## src/rtl/arbitro_contadores_if.sv

```systemverilog
// Bus bundle between the counter arbiter and its environment: adder requests,
// command pulses, the external counter memory and the dump stream.
`timescale 1ns/1ps
interface arbitro_contadores_if #(
  parameter int NREQ = 3,
  parameter int AW   = 2,
  parameter int DW   = 32
);
  logic [NREQ-1:0]   req;
  logic [8*NREQ-1:0] delta;
  logic [NREQ-1:0]   gnt;
  logic              clear_start;
  logic              read_start;
  logic              busy;
  logic [AW-1:0]     mem_dir;
  logic              mem_LE;
  logic [DW-1:0]     mem_dato_out;
  logic [DW-1:0]     mem_dato_in;
  logic              rd_valid;
  logic [AW-1:0]     rd_dir;
  logic [DW-1:0]     rd_data;

  // Environment side: adders, command source and the counter memory.
  modport master (
    output req, delta, clear_start, read_start, mem_dato_in,
    input  gnt, busy, mem_dir, mem_LE, mem_dato_out, rd_valid, rd_dir, rd_data
  );

  modport slave (
    input  req, delta, clear_start, read_start, mem_dato_in,
    output gnt, busy, mem_dir, mem_LE, mem_dato_out, rd_valid, rd_dir, rd_data
  );
endinterface

```

## src/rtl/arbitro_contadores.sv

```systemverilog
// Round-robin arbiter doing read-modify-write increments of NREQ counters in an
// external memory, plus clear and dump commands. Define CONTADOR_SATURA_EN to saturate sums.
`timescale 1ns/1ps
module arbitro_contadores #(
  parameter int NREQ = 3,
  parameter int AW   = 2,
  parameter int DW   = 32
) (
  input  logic                  clk,
  input  logic                  reset_L,
  arbitro_contadores_if.slave   bus
);

  typedef enum logic [2:0] {IDLE, CLEAR, RD, WR, DUMP} state_t;

  localparam logic [AW-1:0] LAST_ADDR = AW'(NREQ - 1);

  state_t        state_q, state_d;
  logic [AW-1:0] idx_q, idx_d;     // selected requester, or sweep address in CLEAR/DUMP
  logic [AW-1:0] last_q, last_d;   // last granted requester
  logic [DW-1:0] data_q, data_d;
  logic [7:0]    delta_q, delta_d;

  logic          rr_found;
  logic [AW-1:0] rr_sel;
  logic [DW:0]   wr_sum;
  logic [DW-1:0] wr_data;

  // Round-robin search from last_q+1; scanning downward lets the nearest hit win.
  always_comb begin
    int cand;
    rr_found = 1'b0;
    rr_sel   = '0;
    for (int k = NREQ; k >= 1; k--) begin
      cand = (int'(last_q) + k) % NREQ;
      if (bus.req[cand]) begin
        rr_found = 1'b1;
        rr_sel   = AW'(cand);
      end
    end
  end

  assign wr_sum = {1'b0, data_q} + (DW+1)'(delta_q);

`ifdef CONTADOR_SATURA_EN
  assign wr_data = wr_sum[DW] ? {DW{1'b1}} : wr_sum[DW-1:0];
`else
  assign wr_data = wr_sum[DW-1:0];
`endif

  always_comb begin
    // NOTE: every signal driven here gets a default first, so no path can leave one unassigned and infer a latch.
    state_d          = state_q;
    idx_d            = idx_q;
    last_d           = last_q;
    data_d           = data_q;
    delta_d          = delta_q;
    bus.busy         = (state_q != IDLE);
    bus.mem_LE       = 1'b1;
    bus.mem_dir      = '0;
    bus.mem_dato_out = '0;
    bus.gnt          = '0;
    bus.rd_valid     = 1'b0;
    bus.rd_dir       = '0;
    bus.rd_data      = '0;

    case (state_q)
      IDLE: begin
        if (bus.clear_start) begin
          state_d = CLEAR;
          idx_d   = '0;
        end else if (bus.read_start) begin
          state_d = DUMP;
          idx_d   = '0;
        end else if (rr_found) begin
          state_d = RD;
          idx_d   = rr_sel;
        end
      end

      CLEAR: begin
        bus.mem_LE  = 1'b0;
        bus.mem_dir = idx_q;
        if (idx_q == LAST_ADDR) state_d = IDLE;
        else                    idx_d   = idx_q + 1'b1;
      end

      RD: begin
        bus.mem_dir = idx_q;
        // Delta is latched here so a requester dropping req early still gets a consistent sum.
        data_d  = bus.mem_dato_in;
        delta_d = bus.delta[8*idx_q +: 8];
        state_d = WR;
      end

      WR: begin
        bus.mem_LE       = 1'b0;
        bus.mem_dir      = idx_q;
        bus.mem_dato_out = wr_data;
        bus.gnt          = NREQ'(1) << idx_q;
        last_d           = idx_q;
        state_d          = IDLE;
      end

      DUMP: begin
        bus.mem_dir  = idx_q;
        bus.rd_valid = 1'b1;
        bus.rd_dir   = idx_q;
        bus.rd_data  = bus.mem_dato_in;
        if (idx_q == LAST_ADDR) state_d = IDLE;
        else                    idx_d   = idx_q + 1'b1;
      end

      default: state_d = IDLE;
    endcase
  end

  // Reset pointer at NREQ-1 makes requester 0 the first winner.
  always_ff @(posedge clk or negedge reset_L) begin
    if (!reset_L) begin
      state_q <= IDLE;
      idx_q   <= '0;
      last_q  <= LAST_ADDR;
      data_q  <= '0;
      delta_q <= '0;
    end else begin
      // NOTE: non-blocking assignments so every register samples pre-edge values regardless of statement order.
      state_q <= state_d;
      idx_q   <= idx_d;
      last_q  <= last_d;
      data_q  <= data_d;
      delta_q <= delta_d;
    end
  end

endmodule

```

## src/flat_wrapper.sv

```systemverilog
// flat-port wrapper written by rule: the top's interface ports become plain ports
module arbitro_contadores_flat 
#(
  parameter int NREQ = 3,
  parameter int AW   = 2,
  parameter int DW   = 32
)
  (clk, reset_L, bus_req, bus_delta, bus_clear_start, bus_read_start, bus_mem_dato_in, bus_gnt, bus_busy, bus_mem_dir, bus_mem_LE, bus_mem_dato_out, bus_rd_valid, bus_rd_dir, bus_rd_data);
  arbitro_contadores_if #(.NREQ(NREQ), .AW(AW), .DW(DW)) bus_i ();
  input  logic clk;
  input  logic reset_L;
  input wire logic [$bits(bus_i.req)-1:0] bus_req;
  input wire logic [$bits(bus_i.delta)-1:0] bus_delta;
  input wire logic [$bits(bus_i.clear_start)-1:0] bus_clear_start;
  input wire logic [$bits(bus_i.read_start)-1:0] bus_read_start;
  input wire logic [$bits(bus_i.mem_dato_in)-1:0] bus_mem_dato_in;
  output wire logic [$bits(bus_i.gnt)-1:0] bus_gnt;
  output wire logic [$bits(bus_i.busy)-1:0] bus_busy;
  output wire logic [$bits(bus_i.mem_dir)-1:0] bus_mem_dir;
  output wire logic [$bits(bus_i.mem_LE)-1:0] bus_mem_LE;
  output wire logic [$bits(bus_i.mem_dato_out)-1:0] bus_mem_dato_out;
  output wire logic [$bits(bus_i.rd_valid)-1:0] bus_rd_valid;
  output wire logic [$bits(bus_i.rd_dir)-1:0] bus_rd_dir;
  output wire logic [$bits(bus_i.rd_data)-1:0] bus_rd_data;
  assign bus_i.req = bus_req;
  assign bus_i.delta = bus_delta;
  assign bus_i.clear_start = bus_clear_start;
  assign bus_i.read_start = bus_read_start;
  assign bus_i.mem_dato_in = bus_mem_dato_in;
  assign bus_gnt = bus_i.gnt;
  assign bus_busy = bus_i.busy;
  assign bus_mem_dir = bus_i.mem_dir;
  assign bus_mem_LE = bus_i.mem_LE;
  assign bus_mem_dato_out = bus_i.mem_dato_out;
  assign bus_rd_valid = bus_i.rd_valid;
  assign bus_rd_dir = bus_i.rd_dir;
  assign bus_rd_data = bus_i.rd_data;
  arbitro_contadores #(.NREQ(NREQ), .AW(AW), .DW(DW)) u_core (.clk(clk), .reset_L(reset_L), .bus(bus_i));
endmodule
```

## config.mk

```make
export PLATFORM = sky130hd
export DESIGN_NAME = arbitro_contadores_flat
export DESIGN_NICKNAME = d
export VERILOG_FILES = /design/src/rtl/arbitro_contadores_if.sv /design/src/rtl/arbitro_contadores.sv /design/src/flat_wrapper.sv
export SDC_FILE = /design/constraint.sdc
export NUM_CORES = 1
export LEC_CHECK = 0
export BUFFER_PORTS_ARGS = -buffer_cell sky130_fd_sc_hd__clkbuf_2
export CAP_MARGIN = 20
export CORE_ASPECT_RATIO = 0.7
export CORE_MARGIN = 2
export CORE_UTILIZATION = 31
export DETAILED_ROUTE_END_ITERATION = 6
export GPL_TIMING_DRIVEN = 0
export PLACE_DENSITY = 0.58
export SLEW_MARGIN = 20
export SYNTH_ARGS = -nofsm -noshare
export SYNTH_HDL_FRONTEND = slang
export SYNTH_SLANG_ARGS = --single-unit
```

## constraint.sdc

```tcl
create_clock -name clk -period 4.9 [get_ports clk]
set_clock_uncertainty 0.15 [all_clocks]
set_input_delay 0.49 -clock clk [delete_from_list [all_inputs] [get_ports clk]]
set_output_delay 0.49 -clock clk [all_outputs]
set_load 0.1 [all_outputs]
```

==> impl_metrics.toml <==
[run_status]
outcome = "finished, final reports clean"

[synth]
synth_adder_area_share_pct = 5.47
synth-simple-area-share_pct = 25.7
synth_seq_cells = 47
yosys_most_used_dff = "dfrtp_1"
synth_cells = 406
yosys.area.top_type_share_pct = 32.7
synthMuxAreaShare_pct = 11.8
synth_edf_count = 0
yosys.area.top_type = "dfrtp_1"
avgSynthCellArea_um2 = 8.68
syn-cell-area_mm2 = 0.00352
yosysUniqueCellTypes = 56
synth_top_family_by_area = "simple AND/OR/NAND/NOR gates"
async_flop_share_pct = 100
yosys.area_share.xor_xnor_pct = 0.994
yosysWarnings = 0
synth_nets = 483
ys_seq_area_share_pct = 33.4
synth_area_leaders = "dfrtp_1 33%, mux2_2 9.3%, and3_1 7.1%"
synth_compound_area_share_pct = 17.6

[global_route]
grt_pass1_vias = 3513
grt_pass1_wl_mm = 18.2
overflow = 0
grt_usage_pct = 18.7
antenna_found_initial = 0
grt_max_degree = 48

[sta]
hold_viol_final = 0
slew_viol_final = 0
grt_setup_unrepaired = "false"
setup_viol_count_final = 0
slew_headroom_pct = 54.9
fmax_mhz = 250
tns_ns = 0
min_period_over_period_pct = 81.6
period_needed_ns = 4.00
worst_slew_pin_slew_ns = 0.676

[critical_path]
cp_cell_sequence = "ha_1 > and3_1 > a221oi_1 > o21a_1 > buf_2 > buf_2 > o31ai_1 > a21oi_1 > clkbuf_2"
cp_data_arrival_time_ns = 3.36
cp_top_family = "buffers and inverters"
crit_buf_inv = 3
r2r_slack_ns = 1.97
cp_max_fo = 10
worstSetupPathType = "reg2out"
slowest_delay_ns = 0.50
cp.required_ns = 4.26
start_kind = "flop"
slowest_stage = "clkbuf_2"
cpMostUsedCell = "buf_2"
end_kind = "primary output"

[cts]
htreeDepth = 2
ctsResizeCount = 0
cts_tree = "done"
root_buffer = "clkbuf_16"
clk_pin_slew_ns = 0.06
cts_buffer_depth = 2
cts_buffers = 5
clock_latency_ns = 0.29
post-cts-setup-buffers = 0
clock_sinks = 47
postCtsHoldBufs = 0

[route]
vias_per_cell = 5.23
drc = 0
dr.pass1.iters = 4
vias = 3677
drt_wl_total_mm = 11.3
ant_nets = 0
wl_per_cell_um = 16.1
drt-initial-drc-count = 236

[final_layout]
post-route-util_pct = 41.2
final_nets = 626
area_growth_pct = 29.3
fillers = 1151
layout_commonest_cell = "clkbuf_2"
diodes = 0
final_cell_mix = "135 x clkbuf_2, 46 x dfrtp_1, 44 x a21oi_1"
drive_above_1_share_pct = 35.3

[place]
io_buffers = 136
dp_hpwl_mm = 8.79
place.gp.congestion = 0.879

[pwr]
peakVddDrop_uv = 375
power_density_mw_per_mm2 = 801
power.leakage_nw = 2.21

[die]
dieWidth_um = 131
die-area_mm2 = 0.0122
die_h_um = 93.2
rows = 32
ioPinCount = 137
core_mm2 = 0.0111
initial_core_util_pct = 31.9

[run]
drv_cap = 0

[hold_path]
hp-class = "in2async"
-- final timing paths --
kind | startpoint | to | depth (start not counted)
setup / recovery | u_core.delta_q[7]$_DFFE_PN0N_ | bus_mem_dato_out[23] | 9
hold / removal | reset_L | u_core.delta_q[6]$_DFFE_PN0N_ | 1
setup reg to reg | u_core.idx_q[0]$_DFFE_PN0P_ | u_core.idx_q[0]$_DFFE_PN0P_ | 9
hold reg to reg | u_core.data_q[4]$_DFFE_PN0N_ | u_core.data_q[4]$_DFFE_PN0N_ | 1
max in group asynchronous | reset_L | u_core.data_q[21]$_DFFE_PN0N_ | 1
min in group clk | bus_mem_dato_in[11] | u_core.data_q[11]$_DFFE_PN0N_ | 3
-- cells in the mapped netlist (all sizes together), types with 2 or more instances --
cell type and instances:
buf 10, or3 13, mux2 29, dfrtp 46
o21a 4, ha 13, nor4 2, o31ai 12
nand2b 2, inv 13, mux2i 9, or4 11
o21ai 27, xnor2 3, nor2 31, nor2b 3
nand3 11, and3 40, a21oi 44, a21o 5
a221oi 2, and2 4, clkbuf 18, nand2 20
nand4 3, nor3 13
-- state kept, by name, indices dropped and copies added (netlist names) --
signal          flops
u_core.data_q      32
u_core.delta_q      8
u_core.state_q      3
u_core.idx_q        2
u_core.last_q       2
-- per-layer routing --
metal  global-route usage, %  part of all wire [%]  routed length [um]
met1                    27.1                    50                5610
met2                    27.7                    42                4800
met3                    4.23                   6.2                 704
met4                    5.43                   1.8                 208
met5                       0                     0                   0
-- layout make-up --
class	instances	area, um2	area share, %
well taps	153	191	4.20
plain buffers	28	128	2.80
flip-flops and latches	47	1180	25.9
inverters	13	48.8	1.07
multi-input cells	318	2170	47.6
repair buffers	136	683	15.0
clock buffers	8	156	3.43
-- power by group --
part           internal, mW  total (mW)  switching [mW]
clock                 0.217       0.360           0.143
combinational         0.709        2.51            1.80
sequential            0.584       0.779           0.195
total                  1.51        3.65            2.14
-- per-stage QoR --
step	power [mW]	setup slack, ns	instance area (um2)	cells	hold WS (ns)
floorplan	2.72	0.769	3520	406	0.0444
global placement	3.23	1.30	4400	695	0.355
detailed placement	3.28	1.22	4400	695	0.358
CTS	3.65	0.904	4550	703	0.141
global route	3.92	0.691	4550	703	0.173
finish	3.65	0.902	4550	703	0.106
-- cell families (layout without fill, tap and decap cells) --
logic type | after synthesis | count (layout)
compound gates | 103 | 103
xor+xnor | 4 | 4
fa+ha+maj | 15 | 15
buf+inv | 41 | 185
flops | 47 | 47
mux | 38 | 38
simple gates | 158 | 158
No activity file was read; power rests on OpenSTA's default activity.
